## src/rtl/uart_tx.sv

```systemverilog
// UART transmitter: 1 start bit, 8 data bits LSB first, 1 parity bit, stop bit(s).
// Define UART_TX_TWO_STOP_EN to stretch the stop level to two bit periods.
module uart_tx #(
    parameter int unsigned BIT_TICKS  = 5208,
    parameter int unsigned PARITY_ODD = 0
) (
    input  logic       clk,
    input  logic       rst,
    input  logic       start,
    input  logic [7:0] data_in,
    output logic       tx,
    output logic       busy,
    output logic       finish
);

    localparam int unsigned TW = (BIT_TICKS > 1) ? $clog2(BIT_TICKS) : 1;
    localparam logic [TW-1:0] TICK_LAST = TW'(BIT_TICKS - 1);

    typedef enum logic [2:0] {
        IDLE,
        START,
        DATA,
        PARITY,
        STOP
    } state_t;

    state_t          state, state_d;
    logic [TW-1:0]   tick, tick_d;
    logic [2:0]      bit_cnt, bit_cnt_d;
    logic [7:0]      shift, shift_d;
    logic            parity, parity_d;
    logic            tx_d, busy_d, finish_d;
    logic            tick_end;
`ifdef UART_TX_TWO_STOP_EN
    logic            stop_cnt, stop_cnt_d;
`endif

    assign tick_end = (tick == TICK_LAST);

    // State and output registers; tx/busy/finish follow the next state directly.
    always_ff @(posedge clk) begin
        if (rst) begin
            state    <= IDLE;
            tick     <= '0;
            bit_cnt  <= '0;
            shift    <= '0;
            parity   <= 1'b0;
            tx       <= 1'b1;
            busy     <= 1'b0;
            finish   <= 1'b0;
`ifdef UART_TX_TWO_STOP_EN
            stop_cnt <= 1'b0;
`endif
        end else begin
            state    <= state_d;
            tick     <= tick_d;
            bit_cnt  <= bit_cnt_d;
            shift    <= shift_d;
            parity   <= parity_d;
            tx       <= tx_d;
            busy     <= busy_d;
            finish   <= finish_d;
`ifdef UART_TX_TWO_STOP_EN
            stop_cnt <= stop_cnt_d;
`endif
        end
    end

    always_comb begin
        state_d   = state;
        tick_d    = tick_end ? '0 : tick + TW'(1);
        bit_cnt_d = bit_cnt;
        shift_d   = shift;
        parity_d  = parity;
        finish_d  = 1'b0;
`ifdef UART_TX_TWO_STOP_EN
        stop_cnt_d = stop_cnt;
`endif

        case (state)
            IDLE: begin
                tick_d = '0;
                if (start) begin
                    state_d   = START;
                    shift_d   = data_in;
                    parity_d  = (^data_in) ^ (PARITY_ODD != 0);
                    bit_cnt_d = '0;
`ifdef UART_TX_TWO_STOP_EN
                    stop_cnt_d = 1'b0;
`endif
                end
            end
            START: begin
                if (tick_end) state_d = DATA;
            end
            DATA: begin
                if (tick_end) begin
                    shift_d   = {1'b0, shift[7:1]};
                    bit_cnt_d = bit_cnt + 3'd1;
                    if (bit_cnt == 3'd7) state_d = PARITY;
                end
            end
            PARITY: begin
                if (tick_end) state_d = STOP;
            end
            STOP: begin
                if (tick_end) begin
`ifdef UART_TX_TWO_STOP_EN
                    if (!stop_cnt) begin
                        stop_cnt_d = 1'b1;
                    end else begin
                        state_d  = IDLE;
                        finish_d = 1'b1;
                    end
`else
                    state_d  = IDLE;
                    finish_d = 1'b1;
`endif
                end
            end
            default: state_d = IDLE;
        endcase

        // Line level is decided by the state being entered so tx stays registered.
        case (state_d)
            START:   tx_d = 1'b0;
            DATA:    tx_d = shift_d[0];
            PARITY:  tx_d = parity_d;
            default: tx_d = 1'b1;
        endcase
        busy_d = (state_d != IDLE);
    end

endmodule
```

## config.mk

```make
export PLATFORM = sky130hd
export DESIGN_NAME = uart_tx
export DESIGN_NICKNAME = d
export VERILOG_FILES = /design/src/rtl/uart_tx.sv
export SDC_FILE = /design/constraint.sdc
export NUM_CORES = 1
export LEC_CHECK = 0
export ABC_AREA = 1
export CAP_MARGIN = 20
export CORE_MARGIN = 5
export CORE_UTILIZATION = 25
export CTS_CLUSTER_SIZE = 30
export DETAILED_ROUTE_END_ITERATION = 8
export MAX_ROUTING_LAYER = met4
export SLEW_MARGIN = 20
export SYNTH_ARGS = -nofsm -noshare
export SYNTH_HDL_FRONTEND = slang
export SYNTH_SLANG_ARGS = --single-unit
export TNS_END_PERCENT = 5
```

## constraint.sdc

```tcl
create_clock -name clk -period 2.7 [get_ports clk]
set_input_delay 0.54 -clock clk [delete_from_list [all_inputs] [get_ports clk]]
set_output_delay 0.54 -clock clk [all_outputs]
set_load 0.01 [all_outputs]
```

==> results of run 1 <==
[Yosys cell counts, drive strengths merged]
library cell  count
nor3b             2
nand3            19
nand2            73
nor4              1
or2               1
ha                3
xnor2             1
nand4             6
inv              40
a21oi            18
and2              1
clkbuf            1
nor3              4
o21ai            11
nor2             37
o211a             2
a22oi             6
dfxtp            31
[path summary, 6_finish.rpt]
path	endpoint	slack (ns)
worst max-delay path	tx	1.04
worst max register to register	bit_cnt[2]	1.17
worst min register to register	tick[0]	0.44
worst min-delay path	tick[0]	0.44
[area by class of cell]
class | count | area, µm²
fill | 755 | 4700
tap | 96 | 120
sequential | 31 | 621
clock inverter | 2 | 35.0
multi-input combinational | 185 | 981
timing repair buffer | 14 | 138
clock buffer | 6 | 82.6
inverter | 40 | 153
[power by group through the flow]
stage / Combinational (mW) / Sequential (mW) / Clock, mW
6_report: 0.116 / 0.483 / 0.470
5_1_grt: 0.135 / 0.485 / 0.504
4_1_cts: 0.118 / 0.483 / 0.487
3_5_place_dp: 0.117 / 0.494 / 0
3_3_place_gp: 0.116 / 0.493 / 0
2_1_floorplan: 0.0775 / 0.493 / 0
[cell usage in the layout, fill, tap and decap left out, drive strengths merged]
cell	synthesis	routed
nand3	19	19
clkdlybuf4s50	0	13
xnor2	1	1
nor4	1	1
clkbuf	1	6
and2	1	1
nand2	73	73
o21ai	11	11
nor3	4	4
clkinv	0	1
or2	1	1
nand4	6	6
nor3b	2	2
o211a	2	2
bufinv	0	1
buf	0	1
a21oi	18	18
dfxtp	31	31
inv	40	40
ha	3	3
nor2	37	37
a22oi	6	6
[worst reg2reg max path: stages, from the launching register on]
cell                      delay [ns]
sky130_fd_sc_hd__dfxtp_1        0.35
sky130_fd_sc_hd__ha_1           0.24
sky130_fd_sc_hd__nand2_2        0.08
sky130_fd_sc_hd__inv_1          0.07
sky130_fd_sc_hd__nand2_2        0.07
sky130_fd_sc_hd__nor2_4         0.14
sky130_fd_sc_hd__nand3_4        0.12
sky130_fd_sc_hd__nand2_4        0.10
sky130_fd_sc_hd__inv_2          0.09
sky130_fd_sc_hd__a21oi_1        0.13
sky130_fd_sc_hd__nor2_1         0.05
[flip-flops by register name, indices dropped and copies added (netlist names)]
register / count
tick: 13
parity: 1
busy: 1
shift: 8
bit_cnt: 3
state: 3
tx: 1
finish: 1
[per-stage QoR]
step                      cells  cell area, µm²  setup slack [ns]  utilization  power, mW
after floorplan             257            1760              1.31            -      0.570
after global placement      366            2010             0.854        0.295      0.609
after detailed placement    366            2010             0.820        0.295      0.611
after CTS                   374            2130              1.01        0.312       1.09
after global routing        374            2130             0.955        0.312       1.12
final                       374            2130              1.04        0.312       1.07
[cell families after synthesis]
group                    count (synthesis)  synth area share
flip-flops                              31             0.353
AO/OA/AOI/OAI                           37             0.120
AND/OR/NAND/NOR                        144             0.412
XOR/XNOR                                 1           0.00498
buffers and inverters                   41            0.0890
adder cells (fa/ha/maj)                  3            0.0214
[routing by layer]
layer  part of all wire  GRT usage  vias to the layer above
met5                  0          -                        -
met4              0.030     0.0578                        0
met3              0.026     0.0240                        7
met2               0.45      0.133                       19
met1               0.49      0.109                      692
li1                   -          -                      863
==> out/summary.txt, run 1 <==
FLOORPLAN
--------------------------------------------------------------------------------
Effective utilization at floorplan ................................        0.257
Cell row count ....................................................           30
IO Pins ...........................................................           14
Die X-Extent ......................................................      93.9 µm
Placeable core region .............................................     6830 µm²
Die Height ........................................................      93.9 µm
Total die area ....................................................     8810 µm²

WORST SETUP PATH
--------------------------------------------------------------------------------
Category of the most critical setup path ..........................   reg -> out
Worst EP arrival ..................................................      1.12 ns
Critical path depth ...............................................            1
Critical path's slowest cell ...................................... sky130_fd_sc_hd__clkdlybuf4s50_1
Biggest fanout along the worst timing path ........................            1
Kind of capture point of the worst setup path .....................   output pin
Required time of the critical path ................................      2.16 ns
Top cell family by delay on the critical path ..................... buffers and inverters
CP Launch Type ....................................................     register
Count of buffer and inverter cells on the critical path ...........            1
First element of the critical path ................................           tx
Number of cells on the worst reg-to-reg path ......................           10
Max stage delay on crit path ......................................      0.53 ns
Series of cell instances along the critical path .................. clkdlybuf4s50_1
Crit Reg-Reg Startpoint ...........................................      tick[0]

SYNTHESIS
--------------------------------------------------------------------------------
Top area cells in the synthesized netlist ......................... sky130_fd_sc_hd__dfxtp_1, sky130_fd_sc_hd__nand2_1, sky130_fd_sc_hd__inv_1
Gate count of the mapped netlist ..................................          257
Proportion of synthesized chip area in sequential cells ...........        0.353
Top cell type by total area after synthesis ....................... sky130_fd_sc_hd__dfxtp_1
Mean post-synth cell area .........................................     6.84 µm²
Cell area after synthesis .........................................     1760 µm²
Yosys warns .......................................................            0
Net count after synthesis .........................................          271
Post-synthesis cell type count ....................................           26
Synthesized flop and latch total ..................................           31
Area share of the largest cell type after synthesis ...............        0.353

ROUTE
--------------------------------------------------------------------------------
Aggregate routed wire length ......................................      3470 µm
Drt first pass iters ..............................................            5
Number of design rule violations left after detail routing ........            0
Via count .........................................................         1581
Vias per Instance .................................................         4.23
Number of DRC violations after detailed-routing iteration 0 .......           61
Number of nets with antenna violations after detailed routing .....            0
Routed WL per cell ................................................      9.27 µm

WORST HOLD PATH
--------------------------------------------------------------------------------
Type of the worst min-delay path ..................................   reg -> reg
Hold Crit Depth ...................................................            1
Beginning of the worst hold path ..................................      tick[0]

PLACE
--------------------------------------------------------------------------------
Final estimated routing congestion in global placement ............        0.802
Port Buffer Count .................................................           13
Placed wire-length estimate .......................................      2750 µm

TIMING
--------------------------------------------------------------------------------
Minimum period implied by the final worst setup slack .............      1.66 ns
Clock skew ........................................................   0.00642 ns
Final setup vio count .............................................            0
Worst hold margin .................................................     0.443 ns
Number of slew-limit violations in the final report ...............            0
Upper clock frequency limit .......................................      601 MHz
Rel. slew slack ...................................................        0.777
Sum Neg Setup Slack ...............................................         0 ns
Setup repair after global routing missed its margin ...............        false
Final hold viol count .............................................            0
Crit share post-route .............................................        0.616
Transition at the pin with the smallest max-transition slack ......     0.335 ns

CLOCKING
--------------------------------------------------------------------------------
Root Driver ....................................................... sky130_fd_sc_hd__clkbuf_8
Clock Pin Slew Worst Setup and Hold Paths .........................      0.07 ns
Number of levels the H-tree was split into ........................            2
Total of cells resized after clock tree synthesis .................            0
Total of hold buffers inserted after clock tree synthesis .........            0
Total CTS buffers .................................................            5
Clock sinks .......................................................           31
Post-CTS setup buffer count .......................................            0
CTS tree ..........................................................         done
Longest Clk Path Bufs .............................................            2
Clock Latency Late Sink ...........................................      0.28 ns

FINISH
--------------------------------------------------------------------------------
Fraction of final layout cells with drive strength greater than 1 .        0.137
Antenna diode count ...............................................            0
Final layout net count ............................................          291
Layout overhead on the synthesized area ...........................        21.1%

PWR
--------------------------------------------------------------------------------
Register share of total power .....................................        0.452
Clk pwr share .....................................................        0.440
Leakage power summed over all cells ...............................     0.922 nW
Net Switching .....................................................       245 µW
Power density relative to cell area ...............................   502 nW/µm²
Combinational share of power ......................................        0.109
Internal power ....................................................       825 µW
VDD IR max ........................................................     0.163 mV
Switching Share ...................................................        0.229

GRT
--------------------------------------------------------------------------------
Global-route wire length before repair ............................      6190 µm
Number of antenna violations at the first check in global routing .            0
Combined global-route utilization of all metal layers .............       0.0904
Total overflow reported by the global router ......................            0
Vias in the first global route ....................................         1463
Pin count of the biggest net entering global routing ..............           11

FLOW RUN
--------------------------------------------------------------------------------
Max-capacitance violation count ...................................            0

OUTCOME
--------------------------------------------------------------------------------
Run status ........................................................ finished, final reports clean

Note: power is estimated with default switching activity, not from simulation.
==> run 2, diff against run 1 <==
==> constraint.sdc (replaced) <==
create_clock -name clk -period 1.5 [get_ports clk]
set_input_delay 0.3 -clock clk [delete_from_list [all_inputs] [get_ports clk]]
set_output_delay 0.3 -clock clk [all_outputs]
set_load 0.01 [all_outputs]
==> run 2 against run 1 <==
  * Worst hold slack better by 0.021 ns
  * Worst setup slack worse by 0.95 ns
  * Sequential share of layout area fell by 2.4 points
  * Sequential power is 81% higher
  * Largest power group unchanged
  * Largest cell class unchanged
  * Die area stayed put
  * Core utilization rose by 2.9 points
  * Combinational power grew 110%
  * Sequential cell count did not move
  * Clock skew decreased by 0.0022 ns
  * Global-route usage up 0.064 points
  * Total power grew 65%
==> out/summary.txt, run 2 (synthesis gave the netlist of run 1 again) <==
WORST SETUP PATH
--------------------------------------------------------------------------------
Category of the most critical setup path ..........................   reg -> out
Series of cell instances along the critical path .................. clkdlybuf4s50_1
Max stage delay on crit path ......................................      0.53 ns   about the same
Kind of capture point of the worst setup path .....................   output pin
Required time of the critical path ................................      1.20 ns   -0.96 ns
Biggest fanout along the worst timing path ........................            1   unchanged
Top cell family by delay on the critical path ..................... buffers and inverters
Count of buffer and inverter cells on the critical path ...........            1   unchanged
Worst EP arrival ..................................................      1.12 ns   about the same
Critical path's slowest cell ...................................... sky130_fd_sc_hd__clkdlybuf4s50_1
CP Launch Type ....................................................     register

ROUTE
--------------------------------------------------------------------------------
Number of design rule violations left after detail routing ........            0   unchanged
Via count .........................................................         1653   +4.6%
Aggregate routed wire length ......................................      3620 µm   +4.2%
Vias per Instance .................................................         4.21   -0.50%
Drt first pass iters ..............................................            4   -1
Routed WL per cell ................................................      9.20 µm   -0.80%
Number of DRC violations after detailed-routing iteration 0 .......           49   -20%
Number of nets with antenna violations after detailed routing .....            0   unchanged

PLACE
--------------------------------------------------------------------------------
Final estimated routing congestion in global placement ............        0.864   +7.7%
Placed wire-length estimate .......................................      2840 µm   +3.2%
Dpl cells .........................................................          383   +4.6%
Port Buffer Count .................................................           13   unchanged
Placement Setup Slack .............................................   -0.0907 ns   -0.911 ns
Placed Instance Area ..............................................     2150 µm²   +7.0%

GRT
--------------------------------------------------------------------------------
Global-route wire length before repair ............................      6350 µm   +2.7%
Combined global-route utilization of all metal layers .............       0.0911   +0.000639
Number of antenna violations at the first check in global routing .            0   unchanged
Vias in the first global route ....................................         1574   +7.6%
Pin count of the biggest net entering global routing ..............           10   -1
Total overflow reported by the global router ......................            0   unchanged

FLOORPLAN
--------------------------------------------------------------------------------
Die X-Extent ......................................................      93.9 µm   unchanged
Cell row count ....................................................           30   unchanged
Placeable core region .............................................     6830 µm²   unchanged
Effective utilization at floorplan ................................        0.257   unchanged
Total die area ....................................................     8810 µm²   unchanged
Die Height ........................................................      93.9 µm   unchanged
IO Pins ...........................................................           14   unchanged

TIMING
--------------------------------------------------------------------------------
Clock skew ........................................................   0.00423 ns   -0.00218 ns
Setup repair after global routing missed its margin ...............         true
Number of slew-limit violations in the final report ...............            0   unchanged
Final setup vio count .............................................            0   unchanged
Crit share post-route .............................................        0.945
Minimum period implied by the final worst setup slack .............      1.42 ns
Upper clock frequency limit .......................................      706 MHz
Final hold viol count .............................................            0   unchanged
Smallest setup slack after layout .................................    0.0828 ns   -0.954 ns
Transition at the pin with the smallest max-transition slack ......     0.282 ns   -0.0524 ns
Rel. slew slack ...................................................        0.812   +0.0349

PWR
--------------------------------------------------------------------------------
Power density relative to cell area ...............................   760 nW/µm²   +51%
Internal power ....................................................      1.34 mW   +62%
Clk pwr share .....................................................        0.370   -0.070
Switching Share ...................................................        0.245   +0.0163
Register share of total power .....................................        0.492   +0.040
Leakage power summed over all cells ...............................      1.04 nW   +13%
Combinational share of power ......................................        0.138   +0.029
Total power of the final layout ...................................      1.77 mW   +65%
Net Switching .....................................................       434 µW   +77%
VDD IR max ........................................................     0.278 mV   +71%

FINISH
--------------------------------------------------------------------------------
Top library cells by usage in the layout, fill and taps aside ..... sky130_fd_sc_hd__nand2_1, sky130_fd_sc_hd__inv_1, sky130_fd_sc_hd__dfxtp_1
Largest registers ranked by flip-flop count ....................... tick x13, shift x8
Final Non-Filler Cells ............................................          393   +5.1%
Antenna diode count ...............................................            0   unchanged
Commonest non-fill, non-tap cell in the layout .................... sky130_fd_sc_hd__nand2_1
Flip-flop count of the largest register after layout ..............           13   unchanged
Fraction of final layout cells with drive strength greater than 1 .        0.239   +0.102
Final layout net count ............................................          311   +6.9%
Cell area after layout ............................................     2330 µm²   +9.4%
Largest Register ..................................................         tick
Fin util ..........................................................        0.341   +0.0293
Layout overhead on the synthesized area ...........................        32.5%
Filler Cells Inserted .............................................          723   -4.2%

CLOCKING
--------------------------------------------------------------------------------
Clock Latency Late Sink ...........................................      0.27 ns   about the same
Number of levels the H-tree was split into ........................            2   unchanged
Clock sinks .......................................................           31   unchanged
Total CTS buffers .................................................            5   unchanged
Root Driver ....................................................... sky130_fd_sc_hd__clkbuf_8
Clock Pin Slew Worst Setup and Hold Paths .........................      0.06 ns   about the same
Longest Clk Path Bufs .............................................            2   unchanged
CTS tree ..........................................................         done

OUTCOME
--------------------------------------------------------------------------------
Run status ........................................................ finished, final reports clean

WORST HOLD PATH
--------------------------------------------------------------------------------
Type of the worst min-delay path ..................................   reg -> reg

FLOW RUN
--------------------------------------------------------------------------------
Max-capacitance violation count ...................................            0   unchanged

==> run 2: changes by cell type in the layout (fill, tap and decap cells not counted), sizes merged <==
| cell | before | now |
|---|---|---|
| bufinv | 1 | 0 |
| buf | 1 | 21 |
==> run 2: area by class of cell <==
class	count	area [µm²]	share of cell area
clock buffers	6	82.6	0.0354
clock inverters	1	5.00	0.00215
inverters	40	155	0.0666
multi-input cells	185	1040	0.448
flip-flops and latches	31	623	0.267
well taps	96	120	0.0516
repair buffers	34	300	0.129
==> run 2: power by group through the flow <==
stage / registers [mW] / clock network [mW] / logic [mW]
floorplan: 0.887 / 0 / 0.139
global placement: 0.887 / 0 / 0.243
detailed placement: 0.888 / 0 / 0.243
CTS: 0.870 / 0.684 / 0.245
global route: 0.875 / 0.728 / 0.277
finish: 0.872 / 0.655 / 0.244
==> run 2: path summary, 6_finish.rpt <==
check                to  slack [ns]  depth (start not counted)  startpoint
max                  tx        0.08                          1          tx
min            shift[7]        0.46                          2    shift[7]
max reg2reg  bit_cnt[1]        0.10                         10     tick[1]
min reg2reg    shift[7]        0.46                          2    shift[7]
==> run 2: per-stage QoR <==
stage          hold WS, ns  TNS, ns
2_1_floorplan        0.418        0
3_3_place_gp         0.453   -0.321
3_5_place_dp         0.457   -0.214
4_1_cts              0.467        0
5_1_grt              0.489   -0.101
6_report             0.464        0
==> run 2: repair_timing <==
item,CTS,global route
pin swaps,0,10
hold buffers,0,0
endpoints found under the setup margin,1,15
buffers inserted,0,3
gates resized for setup,1,20
==> run 2: per-layer routing <==
| metal | global-route usage | share of wire | vias up |
|---|---|---|---|
| li1 | - | - | 905 |
| met1 | 0.108 | 0.48 | 730 |
| met2 | 0.147 | 0.49 | 16 |
| met3 | 0.0216 | 0.027 | 2 |
| met4 | 0.0409 | 0.0019 | 0 |
| met5 | - | 0 | - |
